**config.mk**
```make
export PLATFORM = sky130hd
export DESIGN_NAME = mem_port_arbiter_flat
export DESIGN_NICKNAME = d
export VERILOG_FILES = /design/src/rtl/mem_port_arbiter_if.sv /design/src/rtl/mem_port_arbiter.sv /design/src/flat_wrapper.sv
export SDC_FILE = /design/constraint.sdc
export NUM_CORES = 1
export LEC_CHECK = 0
export CAP_MARGIN = 20
export CORE_ASPECT_RATIO = 1.75
export CORE_UTILIZATION = 31
export CTS_BUF_LIST = sky130_fd_sc_hd__clkbuf_2 sky130_fd_sc_hd__clkbuf_4 sky130_fd_sc_hd__clkbuf_8
export DETAILED_ROUTE_END_ITERATION = 6
export PLACE_DENSITY = 0.74
export SLEW_MARGIN = 20
export SYNTH_ARGS = -nofsm -noshare
export SYNTH_HDL_FRONTEND = slang
export SYNTH_SLANG_ARGS = --single-unit
export TNS_END_PERCENT = 5
```
**constraint.sdc**
```tcl
create_clock -name clk -period 1.3 [get_ports clk]
set_input_delay 0.195 -clock clk [delete_from_list [all_inputs] [get_ports clk]]
set_output_delay 0.195 -clock clk [all_outputs]
set_load 0.01 [all_outputs]
```
**src/rtl/mem_port_arbiter_if.sv**
```systemverilog
// CPU / VGA / RAM bundle for mem_port_arbiter.
// The arbiter takes the slave side; requesters and the RAM take master.
interface mem_port_arbiter_if #(
  parameter int ADDR_W = 19,
  parameter int DATA_W = 8
);
  logic              vga_en;
  logic              cpu_req;
  logic              cpu_we;
  logic [ADDR_W-1:0] cpu_addr;
  logic [DATA_W-1:0] cpu_wdata;
  logic              cpu_ack;
  logic [DATA_W-1:0] cpu_rdata;
  logic              vga_req;
  logic [ADDR_W-1:0] vga_addr;
  logic              vga_ack;
  logic [DATA_W-1:0] vga_rdata;
  logic [ADDR_W-1:0] mem_addr;
  logic              mem_we;
  logic [DATA_W-1:0] mem_wdata;
  logic [DATA_W-1:0] mem_rdata;
  logic [1:0]        owner;

  modport master (
    output vga_en, cpu_req, cpu_we,
    output cpu_addr, cpu_wdata,
    output vga_req, vga_addr,
    output mem_rdata,
    input  cpu_ack, cpu_rdata,
    input  vga_ack, vga_rdata,
    input  mem_addr, mem_we,
    input  mem_wdata, owner
  );

  modport slave (
    input  vga_en, cpu_req, cpu_we,
    input  cpu_addr, cpu_wdata,
    input  vga_req, vga_addr,
    input  mem_rdata,
    output cpu_ack, cpu_rdata,
    output vga_ack, vga_rdata,
    output mem_addr, mem_we,
    output mem_wdata, owner
  );
endinterface

```
**src/rtl/mem_port_arbiter.sv**
```systemverilog
// Single-port RAM arbiter, VGA over CPU, 3-cycle IDLE/ACCESS/RESP access.
// Define MEM_ARB_STARVE_GUARD_EN to add the CPU starvation guard.
module mem_port_arbiter #(
  parameter int ADDR_W       = 19,
  parameter int DATA_W       = 8,
  parameter int STARVE_LIMIT = 4
) (
  input logic clk,
  input logic rst_n,
  mem_port_arbiter_if.slave bus
);

  typedef enum logic [1:0] {
    IDLE,
    ACCESS,
    RESP
  } state_t;

  localparam logic [1:0] OWN_NONE = 2'b00;
  localparam logic [1:0] OWN_CPU  = 2'b01;
  localparam logic [1:0] OWN_VGA  = 2'b10;

  state_t            state;
  logic [1:0]        owner;
  logic [ADDR_W-1:0] mem_addr;
  logic              mem_we;
  logic [DATA_W-1:0] mem_wdata;
  logic              cpu_ack;
  logic              vga_ack;
  logic [DATA_W-1:0] cpu_rdata_q;
  logic [DATA_W-1:0] vga_rdata_q;

  logic vga_elig;
  logic starve;
  logic grant_cpu;
  logic grant_vga;

  assign vga_elig  = bus.vga_req & bus.vga_en;
  assign grant_cpu = bus.cpu_req & (~vga_elig | starve);
  assign grant_vga = vga_elig & ~grant_cpu;

`ifdef MEM_ARB_STARVE_GUARD_EN
  localparam int CW = $clog2(STARVE_LIMIT + 1);
  localparam logic [CW-1:0] LIM = CW'(STARVE_LIMIT);

  logic [CW-1:0] starve_cnt;

  assign starve = (starve_cnt == LIM);

  always_ff @(posedge clk or negedge rst_n) begin
    if (!rst_n) begin
      starve_cnt <= '0;
    end else if (state == IDLE) begin
      if (!bus.cpu_req || grant_cpu)
        starve_cnt <= '0;
      else if (grant_vga && !starve)
        starve_cnt <= starve_cnt + 1'b1;
    end
  end
`else
  wire unused_starve_limit = |STARVE_LIMIT;

  assign starve = 1'b0;
`endif

  always_ff @(posedge clk or negedge rst_n) begin
    if (!rst_n) begin
      state       <= IDLE;
      owner       <= OWN_NONE;
      mem_addr    <= '0;
      mem_we      <= 1'b0;
      mem_wdata   <= '0;
      cpu_ack     <= 1'b0;
      vga_ack     <= 1'b0;
      cpu_rdata_q <= '0;
      vga_rdata_q <= '0;
    end else begin
      cpu_ack <= 1'b0;
      vga_ack <= 1'b0;
      unique case (state)
        IDLE: begin
          if (grant_cpu) begin
            state     <= ACCESS;
            owner     <= OWN_CPU;
            mem_addr  <= bus.cpu_addr;
            mem_we    <= bus.cpu_we;
            mem_wdata <= bus.cpu_wdata;
          end else if (grant_vga) begin
            state     <= ACCESS;
            owner     <= OWN_VGA;
            mem_addr  <= bus.vga_addr;
            mem_we    <= 1'b0;
            mem_wdata <= '0;
          end
        end
        ACCESS: begin
          state   <= RESP;
          mem_we  <= 1'b0;
          cpu_ack <= (owner == OWN_CPU);
          vga_ack <= (owner == OWN_VGA);
        end
        RESP: begin
          state <= IDLE;
          owner <= OWN_NONE;
          if (owner == OWN_CPU)
            cpu_rdata_q <= bus.mem_rdata;
          if (owner == OWN_VGA)
            vga_rdata_q <= bus.mem_rdata;
        end
        default: state <= IDLE;
      endcase
    end
  end

  // RAM data is only valid in RESP, so pass it through then and hold after.
  logic cpu_resp;
  logic vga_resp;

  assign cpu_resp = (state == RESP) && (owner == OWN_CPU);
  assign vga_resp = (state == RESP) && (owner == OWN_VGA);

  assign bus.cpu_rdata = cpu_resp ? bus.mem_rdata : cpu_rdata_q;
  assign bus.vga_rdata = vga_resp ? bus.mem_rdata : vga_rdata_q;
  assign bus.cpu_ack   = cpu_ack;
  assign bus.vga_ack   = vga_ack;
  assign bus.mem_addr  = mem_addr;
  assign bus.mem_we    = mem_we;
  assign bus.mem_wdata = mem_wdata;
  assign bus.owner     = owner;

endmodule

```
**src/flat_wrapper.sv**
```systemverilog
// flat-port wrapper written by rule: the top's interface ports become plain ports
module mem_port_arbiter_flat 
#(
  parameter int ADDR_W       = 19,
  parameter int DATA_W       = 8,
  parameter int STARVE_LIMIT = 4
)
  (clk, rst_n, bus_vga_en, bus_cpu_req, bus_cpu_we, bus_cpu_addr, bus_cpu_wdata, bus_vga_req, bus_vga_addr, bus_mem_rdata, bus_cpu_ack, bus_cpu_rdata, bus_vga_ack, bus_vga_rdata, bus_mem_addr, bus_mem_we, bus_mem_wdata, bus_owner);
  mem_port_arbiter_if #(.ADDR_W(ADDR_W), .DATA_W(DATA_W)) bus_i ();
  input logic clk;
  input logic rst_n;
  input wire logic [$bits(bus_i.vga_en)-1:0] bus_vga_en;
  input wire logic [$bits(bus_i.cpu_req)-1:0] bus_cpu_req;
  input wire logic [$bits(bus_i.cpu_we)-1:0] bus_cpu_we;
  input wire logic [$bits(bus_i.cpu_addr)-1:0] bus_cpu_addr;
  input wire logic [$bits(bus_i.cpu_wdata)-1:0] bus_cpu_wdata;
  input wire logic [$bits(bus_i.vga_req)-1:0] bus_vga_req;
  input wire logic [$bits(bus_i.vga_addr)-1:0] bus_vga_addr;
  input wire logic [$bits(bus_i.mem_rdata)-1:0] bus_mem_rdata;
  output wire logic [$bits(bus_i.cpu_ack)-1:0] bus_cpu_ack;
  output wire logic [$bits(bus_i.cpu_rdata)-1:0] bus_cpu_rdata;
  output wire logic [$bits(bus_i.vga_ack)-1:0] bus_vga_ack;
  output wire logic [$bits(bus_i.vga_rdata)-1:0] bus_vga_rdata;
  output wire logic [$bits(bus_i.mem_addr)-1:0] bus_mem_addr;
  output wire logic [$bits(bus_i.mem_we)-1:0] bus_mem_we;
  output wire logic [$bits(bus_i.mem_wdata)-1:0] bus_mem_wdata;
  output wire logic [$bits(bus_i.owner)-1:0] bus_owner;
  assign bus_i.vga_en = bus_vga_en;
  assign bus_i.cpu_req = bus_cpu_req;
  assign bus_i.cpu_we = bus_cpu_we;
  assign bus_i.cpu_addr = bus_cpu_addr;
  assign bus_i.cpu_wdata = bus_cpu_wdata;
  assign bus_i.vga_req = bus_vga_req;
  assign bus_i.vga_addr = bus_vga_addr;
  assign bus_i.mem_rdata = bus_mem_rdata;
  assign bus_cpu_ack = bus_i.cpu_ack;
  assign bus_cpu_rdata = bus_i.cpu_rdata;
  assign bus_vga_ack = bus_i.vga_ack;
  assign bus_vga_rdata = bus_i.vga_rdata;
  assign bus_mem_addr = bus_i.mem_addr;
  assign bus_mem_we = bus_i.mem_we;
  assign bus_mem_wdata = bus_i.mem_wdata;
  assign bus_owner = bus_i.owner;
  mem_port_arbiter #(.ADDR_W(ADDR_W), .DATA_W(DATA_W), .STARVE_LIMIT(STARVE_LIMIT)) u_core (.clk(clk), .rst_n(rst_n), .bus(bus_i));
endmodule
```
==> run summary <==
CP max FO: 11
Hold Worst Slack: 0.415 ns
Ys async rst share: 100%
H-Tree Level Count: 2
Mapped Area: 2360 um2
Clock buffer count from CTS: 5
Vias: 1954
Iter 0 DRT Violations: 42
Critical Path AT: 1.68 ns
Mapped Cells: 181
Die Y: 118 um
Global-route wire length before repair: 9780 um
Max cap viols: 0
Post-Layout Inst Area: 3860 um2
Fillers: 631
Min Tclk post-route: 1.88 ns
Syn nets: 241
DRC errors left: 0
Critical Path Source: u_core.bus.owner[0]
Die area: 7990 um2
Top-count cell post-synth: dfrtp_1
Placed cell areas: 3700 um2
Seq/Total Area, Yosys: 52.9%
Slew margin rel.: 82.0%
Synth area leader: dfrtp_1
Failing checks: setup timing
Gp weighted congestion: 0.733
Nets: 371
Worst Max-Slew Pin Slew: 0.269 ns
Site row count: 41
Fin. max-slew vios: 0
Clk Latency, worst-skew pair: 0.30 ns
Uppermost layer routed: met4
HP Class: in2async
DR pass1 iterations: 4
Initial Util: 32.4%
Longest Clk Path Bufs: 2
Vias in the first global route: 2108
Share of cells above drive strength 1: 27.9%
Max rail drop VDD: 0.701 mV
Critical Path Sink: bus_cpu_rdata[3]
CTS Root Cell: clkbuf_8
Routed WL per cell: 15.4 um
Final Setup Violations: 32
Clk pwr share: 13.5%
Synth warn: 0
RSZ-0062 raised after global routing: true
Sw frac: 32.4%
Switch Pwr: 2.59 mW
Worst Path Required: 1.11 ns
Internal Power: 5.40 mW
Reg2reg path depth: 6
Post-DP HPWL: 4580 um
ANT cells: 0
Initial antenna violation count: 0
Met3 WL: 362 um
Worst r2r dst: u_core.vga_rdata_q[4]
Worst r2r src: u_core.bus.owner[0]
Yosys top cell area share: 52.9%
Clock sink count: 50
Count of input and output buffers: 107
Final WS setup: -0.577 ns
I/O pins: 108
Synth Flop Type: dfrtp_1
Syn Area/Cell: 13.1 um2
Fmax: 0.533 GHz
CTS tree: built
Metal1 wirelength: 2190 um
Utilization after layout: 53.0%
Type of destination of the critical path: primary output
Total track usage: 16.0%
Aggregate global routing overflow: 0
Logic gate share of total power: 53.1%
Post-Route WL: 6130 um
Post-DRT Antenna Nets: 0
Post-synth EDFFs: 0
Die width: 68.0 um
Final Hold Violating Endpoints: 0
CTS clk-pin slew, worst paths: 0.08 ns
Netlist cell types: 28
Synth top area cells: dfrtp_1, mux2_4, o2bb2ai_1
Status: finished, violations left
Leakage: 1.83 nW
Startpoint Class: flip-flop
PwrDens: 2070 nW/um2
Largest net degree at the start of global routing: 51
DR WL met2: 3490 um
Seq cells post-synth: 50
Area Overhead vs Synth: 63.5%
Post-synth top cells: dfrtp_1, and3_1, mux2_4
Sequential power share: 33.4%
Reg2Reg Setup Slack: -0.24 ns
Core Area: 7280 um2
Period Utilization, post-route: 144%
Clock skew: 0.0133 ns
Via/cell ratio: 4.91
Setup CP Type: reg2out
power by group through the flow:
stage / Sequential (mW) / Combinational [mW] / Clock, mW
finish: 2.66 / 4.24 / 1.08
floorplan: 2.89 / 1.79 / 0
detailed placement: 2.70 / 4.36 / 0
global placement: 2.69 / 4.28 / 0
CTS: 2.66 / 4.22 / 1.13
global route: 2.76 / 4.56 / 1.22
worst max-delay path: stages, from the launching register on:
cell and delay (ns):
dfrtp_1 0.39, or2b_1 0.29, nor2_4 0.11, buf_12 0.15, mux2_4 0.31, clkbuf_2 0.13
logic make-up after synthesis:
family / after synthesis / synth area share [%]
AO/OA/AOI/OAI: 51 / 16.8
flip-flops: 50 / 52.9
AND/OR/NAND/NOR: 37 / 10.2
multiplexers: 25 / 15.0
buffers and inverters: 18 / 4.98
final cells by class:
| cell class | count | area [um2] | share of cell area [%] |
|---|---|---|---|
| inverter | 2 | 7.51 | 0.194 |
| multi-input combinational | 113 | 1010 | 26.1 |
| clock buffer | 5 | 68.8 | 1.78 |
| timing repair buffer | 139 | 1380 | 35.6 |
| sequential | 50 | 1250 | 32.4 |
| clock inverter | 3 | 45.0 | 1.17 |
| tap | 86 | 108 | 2.78 |
cell usage in the layout (no fill, tap or decap), types with 2 or more instances in the layout:
cell / instances
dlygate4sd2_1: 30
clkbuf_2: 2
inv_1: 2
clkdlybuf4s50_1: 58
buf_4: 20
nand2_1: 2
a22o_1: 8
mux2_4: 22
buf_6: 21
clkbuf_8: 5
nor2_1: 4
dfrtp_1: 50
buf_12: 6
or2b_1: 3
nor2_4: 3
and3_1: 19
mux2_1: 2
a31oi_1: 19
clkinvlp_4: 2
o2bb2ai_1: 19
sequential cells by signal, summed over array words and instances (netlist names), 2 cells and up:
name,cells
u_core.bus.owner,2
u_core.vga_rdata_q,8
u_core.bus.mem_addr,19
u_core.cpu_rdata_q,8
u_core.state,2
u_core.bus.mem_wdata,8
worst min-delay path by stage:
stage                     slack [ns]  cells after the start                    end
after floorplan                -0.10                      0     u_core.bus.cpu_ack
after global placement          0.21                      2  u_core.cpu_rdata_q[3]
after detailed placement        0.21                      2  u_core.cpu_rdata_q[3]
after CTS                       0.42                      3      u_core.bus.mem_we
after global routing            0.45                      3     u_core.bus.cpu_ack
final                           0.42                      3  u_core.cpu_rdata_q[3]
metal layers:
layer	vias to the layer above	track usage [%]
met5	-	0
met4	0	4.30
met3	7	3.49
met2	70	30.0
met1	945	16.7
li1	932	-
timing repair:
action | CTS | global route
setup buffers | 1 | 3
gates resized for setup | 114 | 8
hold buffers | 1 | 0
setup endpoints to repair | 85 | 55
hold endpoints to repair | 50 | 0
through the flow:
step                instances  TNS [ns]  power (mW)  setup WS [ns]
floorplan                 181     -3.99        4.67         -0.178
global placement          385    -15.24        6.97         -0.567
detailed placement        385    -17.56        7.06         -0.614
CTS                       395    -11.04        8.01         -0.700
global route              398    -13.33        8.53         -0.663
finish                    398    -10.99        7.99         -0.577
No activity file was read; power rests on OpenSTA's default activity.
